**src/rtl/hbt_pkg.sv**
```systemverilog
// rtl/hbt_pkg.sv - shared types and index fold for the history bit table controller
package hbt_pkg;

  typedef enum logic {ST_CLEAR = 1'b0, ST_RUN = 1'b1} hbt_state_e;

  typedef struct packed {
    logic [15:0] pc;
    logic        taken;
  } upd_entry_t;

  // Low PC bits select the entry; indices past the table end wrap back once.
  function automatic logic [15:0] idx_fold(input logic [15:0] pc, input int unsigned idx_w,
                                           input int unsigned size);
    logic [15:0] mask;
    logic [15:0] i;
    mask = (16'd1 << idx_w) - 16'd1;
    i    = pc & mask;
    if (i >= 16'(size)) i = i - 16'(size);
    return i;
  endfunction

endpackage

```
**src/rtl/hbt_upd_fifo.sv**
```systemverilog
// rtl/hbt_upd_fifo.sv - 2-entry update queue with per-entry read-out for forwarding
module hbt_upd_fifo import hbt_pkg::*; (
  input  logic       clk,
  input  logic       reset,
  input  logic       flush_i,
  input  logic       push_i,
  input  upd_entry_t push_data_i,
  input  logic       pop_i,
  output logic [1:0] count_o,
  output upd_entry_t ent0_o,
  output upd_entry_t ent1_o
);

  upd_entry_t slot_q [2];
  upd_entry_t slot_d [2];
  logic [1:0] count_q;
  logic [1:0] count_d;
  logic [1:0] after_pop;

  // Slot 0 is always the oldest entry; a pop shifts slot 1 down.
  always_comb begin
    slot_d[0] = slot_q[0];
    slot_d[1] = slot_q[1];
    after_pop = count_q;
    if (pop_i && count_q != 2'd0) begin
      slot_d[0] = slot_q[1];
      after_pop = count_q - 2'd1;
    end
    count_d = after_pop;
    if (push_i && after_pop != 2'd2) begin
      slot_d[after_pop[0]] = push_data_i;
      count_d              = after_pop + 2'd1;
    end
    if (flush_i) count_d = 2'd0;
  end

  always_ff @(posedge clk or posedge reset) begin
    if (reset) begin
      count_q   <= 2'd0;
      slot_q[0] <= '0;
      slot_q[1] <= '0;
    end else begin
      count_q   <= count_d;
      slot_q[0] <= slot_d[0];
      slot_q[1] <= slot_d[1];
    end
  end

  assign count_o = count_q;
  assign ent0_o  = slot_q[0];
  assign ent1_o  = slot_q[1];

endmodule

```
**src/rtl/hbt_ctrl.sv**
```systemverilog
// rtl/hbt_ctrl.sv - single-port HBT arbiter: lookups, queued updates with forwarding, clear walk
module hbt_ctrl import hbt_pkg::*; #(
  parameter int SIZE       = 200,
  parameter int IDX_W      = 8,
  parameter int STARVE_MAX = 4
) (
  input  logic        clk,
  input  logic        reset,
  input  logic        inv,
  input  logic        lk_req,
  input  logic [15:0] lk_pc,
  output logic        lk_ready,
  output logic        lk_vld,
  output logic        lk_hit,
  output logic        lk_taken,
  input  logic        up_req,
  input  logic [15:0] up_pc,
  input  logic        up_taken,
  output logic        up_ready,
  output logic [15:0] tbl_addr,
  output logic [15:0] tbl_din,
  output logic        tbl_w,
  output logic        tbl_hbin,
  input  logic [15:0] tbl_dout,
  input  logic        tbl_hbout,
  output logic        busy
);

  localparam int ST_W = $clog2(STARVE_MAX + 1);

  hbt_state_e      state_q;
  logic [15:0]     clr_ptr_q;
  logic [ST_W-1:0] starve_q;
  logic            lk_vld_q, lk_hit_q, lk_taken_q;

  logic [1:0]  q_count;
  upd_entry_t  q_head, q_ent1;
  logic        run, q_empty, q_full, drain, lk_acc, push;
  logic [15:0] lk_idx;
  logic        fwd_hit, fwd_taken;

  hbt_upd_fifo u_fifo (
    .clk         (clk),
    .reset       (reset),
    .flush_i     (inv),
    .push_i      (push),
    .push_data_i ('{pc: up_pc, taken: up_taken}),
    .pop_i       (drain),
    .count_o     (q_count),
    .ent0_o      (q_head),
    .ent1_o      (q_ent1)
  );

  assign run      = (state_q == ST_RUN);
  assign q_empty  = (q_count == 2'd0);
  assign q_full   = (q_count == 2'd2);
  // A full queue or an exhausted starve budget forces the head out ahead of a lookup.
  assign drain    = run & ~q_empty & (~lk_req | q_full | (starve_q == ST_W'(STARVE_MAX)));
  assign lk_ready = run & ~drain;
  assign lk_acc   = lk_req & lk_ready;
  assign up_ready = run & (~q_full | drain);
  assign push     = up_req & up_ready;
  assign lk_idx   = idx_fold(lk_pc, IDX_W, SIZE);

  // Newest queued entry for the same index overrides the table read.
  always_comb begin
    fwd_hit   = (tbl_dout == lk_pc);
    fwd_taken = fwd_hit & tbl_hbout;
    if (q_full && idx_fold(q_ent1.pc, IDX_W, SIZE) == lk_idx) begin
      fwd_hit   = (q_ent1.pc == lk_pc);
      fwd_taken = fwd_hit & q_ent1.taken;
    end else if (!q_empty && idx_fold(q_head.pc, IDX_W, SIZE) == lk_idx) begin
      fwd_hit   = (q_head.pc == lk_pc);
      fwd_taken = fwd_hit & q_head.taken;
    end
  end

  always_comb begin
    tbl_addr = lk_idx;
    tbl_din  = 16'd0;
    tbl_hbin = 1'b0;
    tbl_w    = 1'b0;
    if (!run) begin
      tbl_addr = clr_ptr_q;
      tbl_w    = 1'b1;
    end else if (drain) begin
      tbl_addr = idx_fold(q_head.pc, IDX_W, SIZE);
      tbl_din  = q_head.pc;
      tbl_hbin = q_head.taken;
      tbl_w    = 1'b1;
    end
  end

  always_ff @(posedge clk or posedge reset) begin
    if (reset) begin
      state_q    <= ST_CLEAR;
      clr_ptr_q  <= 16'd0;
      starve_q   <= '0;
      lk_vld_q   <= 1'b0;
      lk_hit_q   <= 1'b0;
      lk_taken_q <= 1'b0;
    end else begin
      lk_vld_q   <= lk_acc;
      lk_hit_q   <= lk_acc & fwd_hit;
      lk_taken_q <= lk_acc & fwd_taken;
      if (inv) begin
        state_q   <= ST_CLEAR;
        clr_ptr_q <= 16'd0;
        starve_q  <= '0;
      end else begin
        case (state_q)
          ST_CLEAR: begin
            clr_ptr_q <= clr_ptr_q + 16'd1;
            if (clr_ptr_q == 16'(SIZE - 1)) begin
              state_q   <= ST_RUN;
              clr_ptr_q <= 16'd0;
            end
          end
          ST_RUN: begin
            if (drain) starve_q <= '0;
            else if (lk_acc && !q_empty) starve_q <= starve_q + ST_W'(1);
          end
          default: state_q <= ST_CLEAR;
        endcase
      end
    end
  end

  assign lk_vld   = lk_vld_q;
  assign lk_hit   = lk_hit_q;
  assign lk_taken = lk_taken_q;
  assign busy     = ~run;

endmodule

```
**config.mk**
```make
export PLATFORM = sky130hd
export DESIGN_NAME = hbt_ctrl
export DESIGN_NICKNAME = d
export VERILOG_FILES = /design/src/rtl/hbt_pkg.sv /design/src/rtl/hbt_upd_fifo.sv /design/src/rtl/hbt_ctrl.sv
export SDC_FILE = /design/constraint.sdc
export NUM_CORES = 1
export LEC_CHECK = 0
export ABC_AREA = 1
export BUFFER_PORTS_ARGS = -buffer_cell sky130_fd_sc_hd__buf_2
export CORE_ASPECT_RATIO = 0.5
export CORE_UTILIZATION = 50
export CTS_CLUSTER_DIAMETER = 50
export DETAILED_ROUTE_END_ITERATION = 12
export PLACE_DENSITY = 0.73
export SYNTH_ARGS = -nofsm -noshare
export SYNTH_HDL_FRONTEND = slang
export SYNTH_SLANG_ARGS = --single-unit
```
**constraint.sdc**
```tcl
create_clock -name clk -period 6.66 [get_ports clk]
set_input_delay 1.332 -clock clk [delete_from_list [all_inputs] [get_ports clk]]
set_output_delay 1.332 -clock clk [all_outputs]
set_load 0.02 [all_outputs]
```
# Yosys cells after proc, flatten, opt, wreduce, memory -nomap -nowiden
# Index checks and enable logic that the tools add are counted.
[word_totals]
regBits = 59
wordCells = 99
output_inout_bits = 40
[op_classes]
n_lt_le_gt_ge = 5
add_sub_neg = 7
eq_ne = 10
reduce_logical = 12
muxes = 34
n_bitwise = 20
[op_table]
columns = ["operator", "n"]
rows = [
  ["16-bit 2-to-1 mux", 11],
  ["16-bit equality test", 5],
  ["34-bit bitwise mux", 1],
  ["17-bit 2-to-1 mux", 2],
  ["34-bit 2-to-1 mux", 1],
  ["8-bit by 8-bit subtractor with 9-bit output, second input constant", 3],
  ["8-bit greater-or-equal comparator, second input constant", 3],
  ["17-bit demux with 1-bit select", 1],
  ["16-bit by 1-bit adder with 16-bit output, second input constant", 1],
  ["16-bit by 8-bit equality test with 1-bit output, second input constant", 1],
  ["3-bit 2-to-1 mux", 4],
  ["1-bit AND", 11],
  ["1-bit 2-to-1 mux", 11],
  ["1-bit logical AND", 6],
  ["2-bit 2-to-1 mux", 3],
  ["1-bit NOT", 5],
  ["2-bit != test, second input constant", 2],
  ["2-bit nonzero test", 2],
  ["3-bit by 1-bit adder with 3-bit output, second input constant", 1],
  ["3-bit equality test, second input constant", 1],
  ["1-bit bitwise OR", 3],
  ["3-bit nonzero test", 1],
  ["2-bit by 1-bit adder with 2-bit output, second input constant", 1],
  ["2-bit equality test, second input constant", 1],
  ["other kinds (7)", 7],
]

# Longest topological paths before layout
[depth]
depth_word = 13
mapped_depth = 16
depth_no_buf = 16

# Cells and area by module
# Synthesis repeated with hierarchy kept, for this count alone.
[unflattened]
hier_cells = 669
hier_area_um2 = 4511.8
[by_module_without_submodules]
columns = ["module", "area_per_inst_um2", "n_inst", "seq_area_each_um2", "cells_per_inst"]
rows = [
  ["hbt_ctrl", 2788.9, 1, 575.6, 459],
  ["hbt_upd_fifo", 1722.9, 1, 900.9, 210],
]

# Worst setup path after synthesis
# No wires, ideal clock.
[synth_timing]
path_type = "input port to output port"
from = "input lk_pc[3]"
to = "output tbl_addr[10]"
t_required_ps = 5328
n_path_buf = 1
arrival_time_ps = 2647
stages = 10
slack_ps = 2681
path_cell_list = "buf_4 > inv_1 > ha_1 > nand2_2 > nand3_2 > nand2_4 > nand2_2 > o22ai_1 > inv_2 > o21ai_0"
[synth_via]
elab_chain_len = 4
word_cells_on_any_way = 5
classes_between = "add/sub: 1; order compare: 1; mux: 3"
[synth_lines]
columns = ["element", "line", "text"]
rows = [
  ["start, declared", "hbt_ctrl.sv:11", "input logic [15:0] lk_pc,"],
  ["8-bit by 8-bit subtractor with 9-bit output / 8-bit greater-or-equal comparator (equally long branches)", "hbt_pkg.sv:18", "if (i >= 16'(size)) i = i - 16'(size);"],
  ["16-bit 2-to-1 mux (*)", "hbt_pkg.sv:18", ""],
  ["16-bit 2-to-1 mux (*)", "hbt_ctrl.sv:86", "end else if (drain) begin"],
  ["16-bit 2-to-1 mux (*)", "hbt_ctrl.sv:83", "if (!run) begin"],
  ["end, declared", "hbt_ctrl.sv:20", "output logic [15:0] tbl_addr,"],
]
# Every way passes the cells marked *; elsewhere a longest branch is shown, timed or not.

# Final worst setup path
[layout_timing]
from = "input lk_pc[3]"
to = "output tbl_addr[9]"
# Same word-level chain as after synthesis.

==> summary.txt <==
Timing
  – Number of setup violations in the final report: 0
  – Setup repair after global routing missed its margin: no
  – Maximum clock skew at final layout: roughly 7.5 ps
  – Relative slew slack: roughly 34%
  – Worst Hold Margin: 534 ps
  – Top achievable clock speed: between 0.2 and 0.25 GHz
  – Worst slew pin tran: 994 ps
  – Final Max Tran Viols: 0
  – Fin crit share: between 60% and 70%
  – Worst setup slack after layout: around 2300 ps
  – Final hold violation count: 0
  – Final Critical Period: ~4400 ps
  – Total negative slack: 0 ps

Detailed routing
  – Number of detailed-route iterations in the first pass: 5
  – Post-route ant nets: 0
  – Residual DRC: 0
  – Final routed wirelength across all metal layers: between 10 and 15 mm
  – Via density: between 5 and 6
  – Mean routed wirelength per cell: 15.2 um
  – Via count of the routed design: between 4000 and 5000
  – DRC violation total after the first TritonRoute iteration: 310

Critical path
  – Start of the worst register-to-register path: run
  – Critical Path Start: lk_pc[3]
  – Biggest cell delay along the critical path: roughly 250 ps
  – Number of buffer and inverter instances along the worst setup path: 4
  – Arrival @ worst endpoint: ~3000 ps
  – Startpoint types: input pin
  – Largest fanout of any net on the critical path: 8
  – Data required time at the worst endpoint: between 5000 and 6000 ps
  – Critical path's top delay family: buffers and inverters
  – Slowest cell on the critical path: sky130_fd_sc_hd__o22ai_1
  – Category of the worst setup path capture point: output port
  – Ordered cell list for the critical path: buf_2, inv_1, ha_1, nand2_2, nand3_2, nand2_4, nand2_2, o22ai_1, inv_2, o21ai_0, buf_2
  – Worst setup path class: in -> out

CTS
  – Clock latency at the later pin of the worst-skew pair: approximately 330 ps
  – Quantity of gates resized following cts: 0
  – Clk buf depth: 2
  – Post-CTS setup repair buffer count: 0
  – Clock tree from TritonCTS: built
  – Cts-stage hold buffer count: 0
  – Count of H-tree levels built during CTS: 3
  – Clock root buffer: sky130_fd_sc_hd__clkbuf_16
  – Clock transition time at the flip-flop clock pins of the worst setup and hold paths: about 50 ps
  – Clk sinks: around 60
  – Number of buffers added by the clock tree synthesis step: 9

Power
  – Sequential power share: roughly two fifths
  – Switching power: ~290 uW
  – Design Power: just over 1 mW
  – Internal power of the cells: 752 uW
  – Pwr dens: 196 mW/mm2
  – Clock share of power: between 40% and 50%
  – Cell leakage power: between 2 and 3 nW
  – Share of power burned in combinational logic: 16.6%
  – Sw Ratio: ~28%
  – IR Drop Worst-Case VDD: ~130 uV

Layout
  – Final core utilization: between 60% and 70%
  – Net count, final: around 800
  – Post-route non-filler standard cell count: ~850
  – Summed area of non-filler cells in the final layout: about 0.0053 mm2
  – Filler Cell Count: roughly 800
  – Area growth from synthesis to final layout: 18.9%
  – Ratio of cells with drive above 1 in the final layout: about a fifth
  – Diode insertion count for antenna repair: 0

Place
  – Placer congestion estimate: between 0.9 and 1
  – Detailed-placement wirelength estimate: slightly below 10 mm
  – Input/output buffers: 94
  – Setup Slack @ Placement: ~2300 ps
  – Placed cell count: ~840
  – Total placed instance area: approximately 0.005 mm2

Floorplan
  – Chip height: 68.8 um
  – Horizontal extent of the die: ~140 um
  – Initial core utilization: ~54%
  – Floorplan core area: 0.00832 mm2
  – Area enclosed by the die boundary: 0.00933 mm2
  – Count of boundary I/O pins: 95
  – Num rows: 23

Logic synthesis
  – Number of warning messages in the yosys log: 0
  – Synthesized cell area: around 0.0045 mm2
  – Post-Syn Instances: 648
  – Count of flip-flops with a built-in enable after synthesis: 0
  – Fraction of registers with async set/reset: 100%
  – Fraction of the yosys area taken by sequential cells: between 30 and 40%
  – FF+latch count, synth: 59
  – Most frequently used flop master after synthesis: sky130_fd_sc_hd__dfrtp_1
  – Syn_area_per_cell: a little under 7 um2
  – Post-Synthesis Net Count: between 700 and 800
  – Number of distinct library cells after synthesis: 40

Global routing
  – First-pass GRT wire length: ~21 mm
  – Overflow left after global routing: 0
  – Global Route Usage Sum: between 30% and 40%
  – Vias in the first global route: around 4300
  – Pin count of the biggest net entering global routing: 60
  – Antenna violations before repair: 0

Worst hold path
  – Origin of the worst min-delay path: clr_ptr_q[14]
  – Type of the worst min-delay path: reg -> reg

Run
  – Max-cap viol count: 0

Status
  – Status: finished clean
[metal layers]
| layer | global-route usage [%] | wire [um] | share of wire (%) | vias to the layer above |
|---|---|---|---|---|
| met4 | 9.41 | 175 | 1.3 | 0 |
| met3 | 5.56 | 870 | 6.7 | 17 |
| li1 | - | - | - | 2273 |
| met1 | 39.6 | 6120 | 47 | 2117 |
| met5 | 0 | 0 | 0 | - |
| met2 | 50.6 | 5810 | 45 | 153 |
[final cells by class]
cell class	instances	area, um2	area share, %
Timing Repair Buffer	97	493	9.29
Clock buffer	13	260	4.90
Tap cell	112	140	2.64
Inverter	93	349	6.58
Multi-Input combinational cell	478	2550	48.1
Clock inverter	2	35.0	0.660
Sequential cell	59	1480	27.8
[worst min-delay path: stages, from the launching register on]
cell and delay (ps):
sky130_fd_sc_hd__dfrtp_1 340, sky130_fd_sc_hd__a31oi_1 50, sky130_fd_sc_hd__o22ai_1 90
[layout by cell type, fill, tap and decap left out, types with 4 or more instances in the layout]
cell type,instances
sky130_fd_sc_hd__nand2_1,170
sky130_fd_sc_hd__buf_2,94
sky130_fd_sc_hd__inv_1,82
sky130_fd_sc_hd__nor2_1,71
sky130_fd_sc_hd__dfrtp_1,59
sky130_fd_sc_hd__nand3_1,41
sky130_fd_sc_hd__o21ai_0,32
sky130_fd_sc_hd__xnor2_1,28
sky130_fd_sc_hd__a31oi_1,18
sky130_fd_sc_hd__xor2_1,17
sky130_fd_sc_hd__nand4_1,15
sky130_fd_sc_hd__inv_2,11
sky130_fd_sc_hd__o22ai_1,10
sky130_fd_sc_hd__ha_1,10
sky130_fd_sc_hd__mux2_2,9
sky130_fd_sc_hd__clkbuf_16,9
sky130_fd_sc_hd__a21oi_1,8
sky130_fd_sc_hd__nor2_2,6
sky130_fd_sc_hd__nand2_2,6
sky130_fd_sc_hd__nor3_1,6
sky130_fd_sc_hd__o221ai_1,4
[power by group through the flow]
stage	sequential [mW]	combinational, mW	clock (mW)
floorplan	0.398	0.118	0
global placement	0.405	0.169	0
detailed placement	0.406	0.171	0
CTS	0.400	0.172	0.470
global route	0.403	0.196	0.484
finish	0.401	0.172	0.465
[logic make-up after synthesis]
group	synth area share, %
compound gates	11.5
xor+xnor	8.83
fa+ha+maj	2.80
buf+inv	9.70
flops	33.1
mux	2.27
simple gates	31.8
[cell usage after synthesis (3+ instances only)]
| library cell | n | area share, % |
|---|---|---|
| sky130_fd_sc_hd__a21oi_1 | 8 | 0.90 |
| sky130_fd_sc_hd__a31oi_1 | 18 | 2.5 |
| sky130_fd_sc_hd__buf_1 | 3 | 0.25 |
| sky130_fd_sc_hd__buf_2 | 7 | 0.78 |
| sky130_fd_sc_hd__clkbuf_1 | 6 | 0.50 |
| sky130_fd_sc_hd__dfrtp_1 | 59 | 33 |
| sky130_fd_sc_hd__ha_1 | 10 | 2.8 |
| sky130_fd_sc_hd__inv_1 | 83 | 7.0 |
| sky130_fd_sc_hd__inv_2 | 10 | 0.84 |
| sky130_fd_sc_hd__mux2_2 | 9 | 2.3 |
| sky130_fd_sc_hd__nand2_1 | 170 | 14 |
| sky130_fd_sc_hd__nand2_2 | 6 | 0.84 |
| sky130_fd_sc_hd__nand3_1 | 41 | 4.6 |
| sky130_fd_sc_hd__nand3b_1 | 3 | 0.50 |
| sky130_fd_sc_hd__nand4_1 | 15 | 2.1 |
| sky130_fd_sc_hd__nor2_1 | 71 | 6.0 |
| sky130_fd_sc_hd__nor2_2 | 6 | 0.84 |
| sky130_fd_sc_hd__nor3_1 | 6 | 0.67 |
| sky130_fd_sc_hd__o21ai_0 | 32 | 3.6 |
| sky130_fd_sc_hd__o221ai_1 | 4 | 0.78 |
| sky130_fd_sc_hd__o22ai_1 | 10 | 1.4 |
| sky130_fd_sc_hd__or2_2 | 3 | 0.42 |
| sky130_fd_sc_hd__xnor2_1 | 28 | 5.5 |
| sky130_fd_sc_hd__xor2_1 | 17 | 3.3 |
[path summary, 6_finish.rpt]
path / end / slack [ps] / cells after the start
max: tbl_addr[9] / 2300 / 11
min: clr_ptr_q[14] / 530 / 2
max reg2reg: flop / 3070 / 11
min reg2reg: clr_ptr_q[14] / 530 / 2
max in group asynchronous: async pin / 4920 / 3
min in group asynchronous: starve_q[2] / 1210 / 3
(Power assumes the default switching activity.)
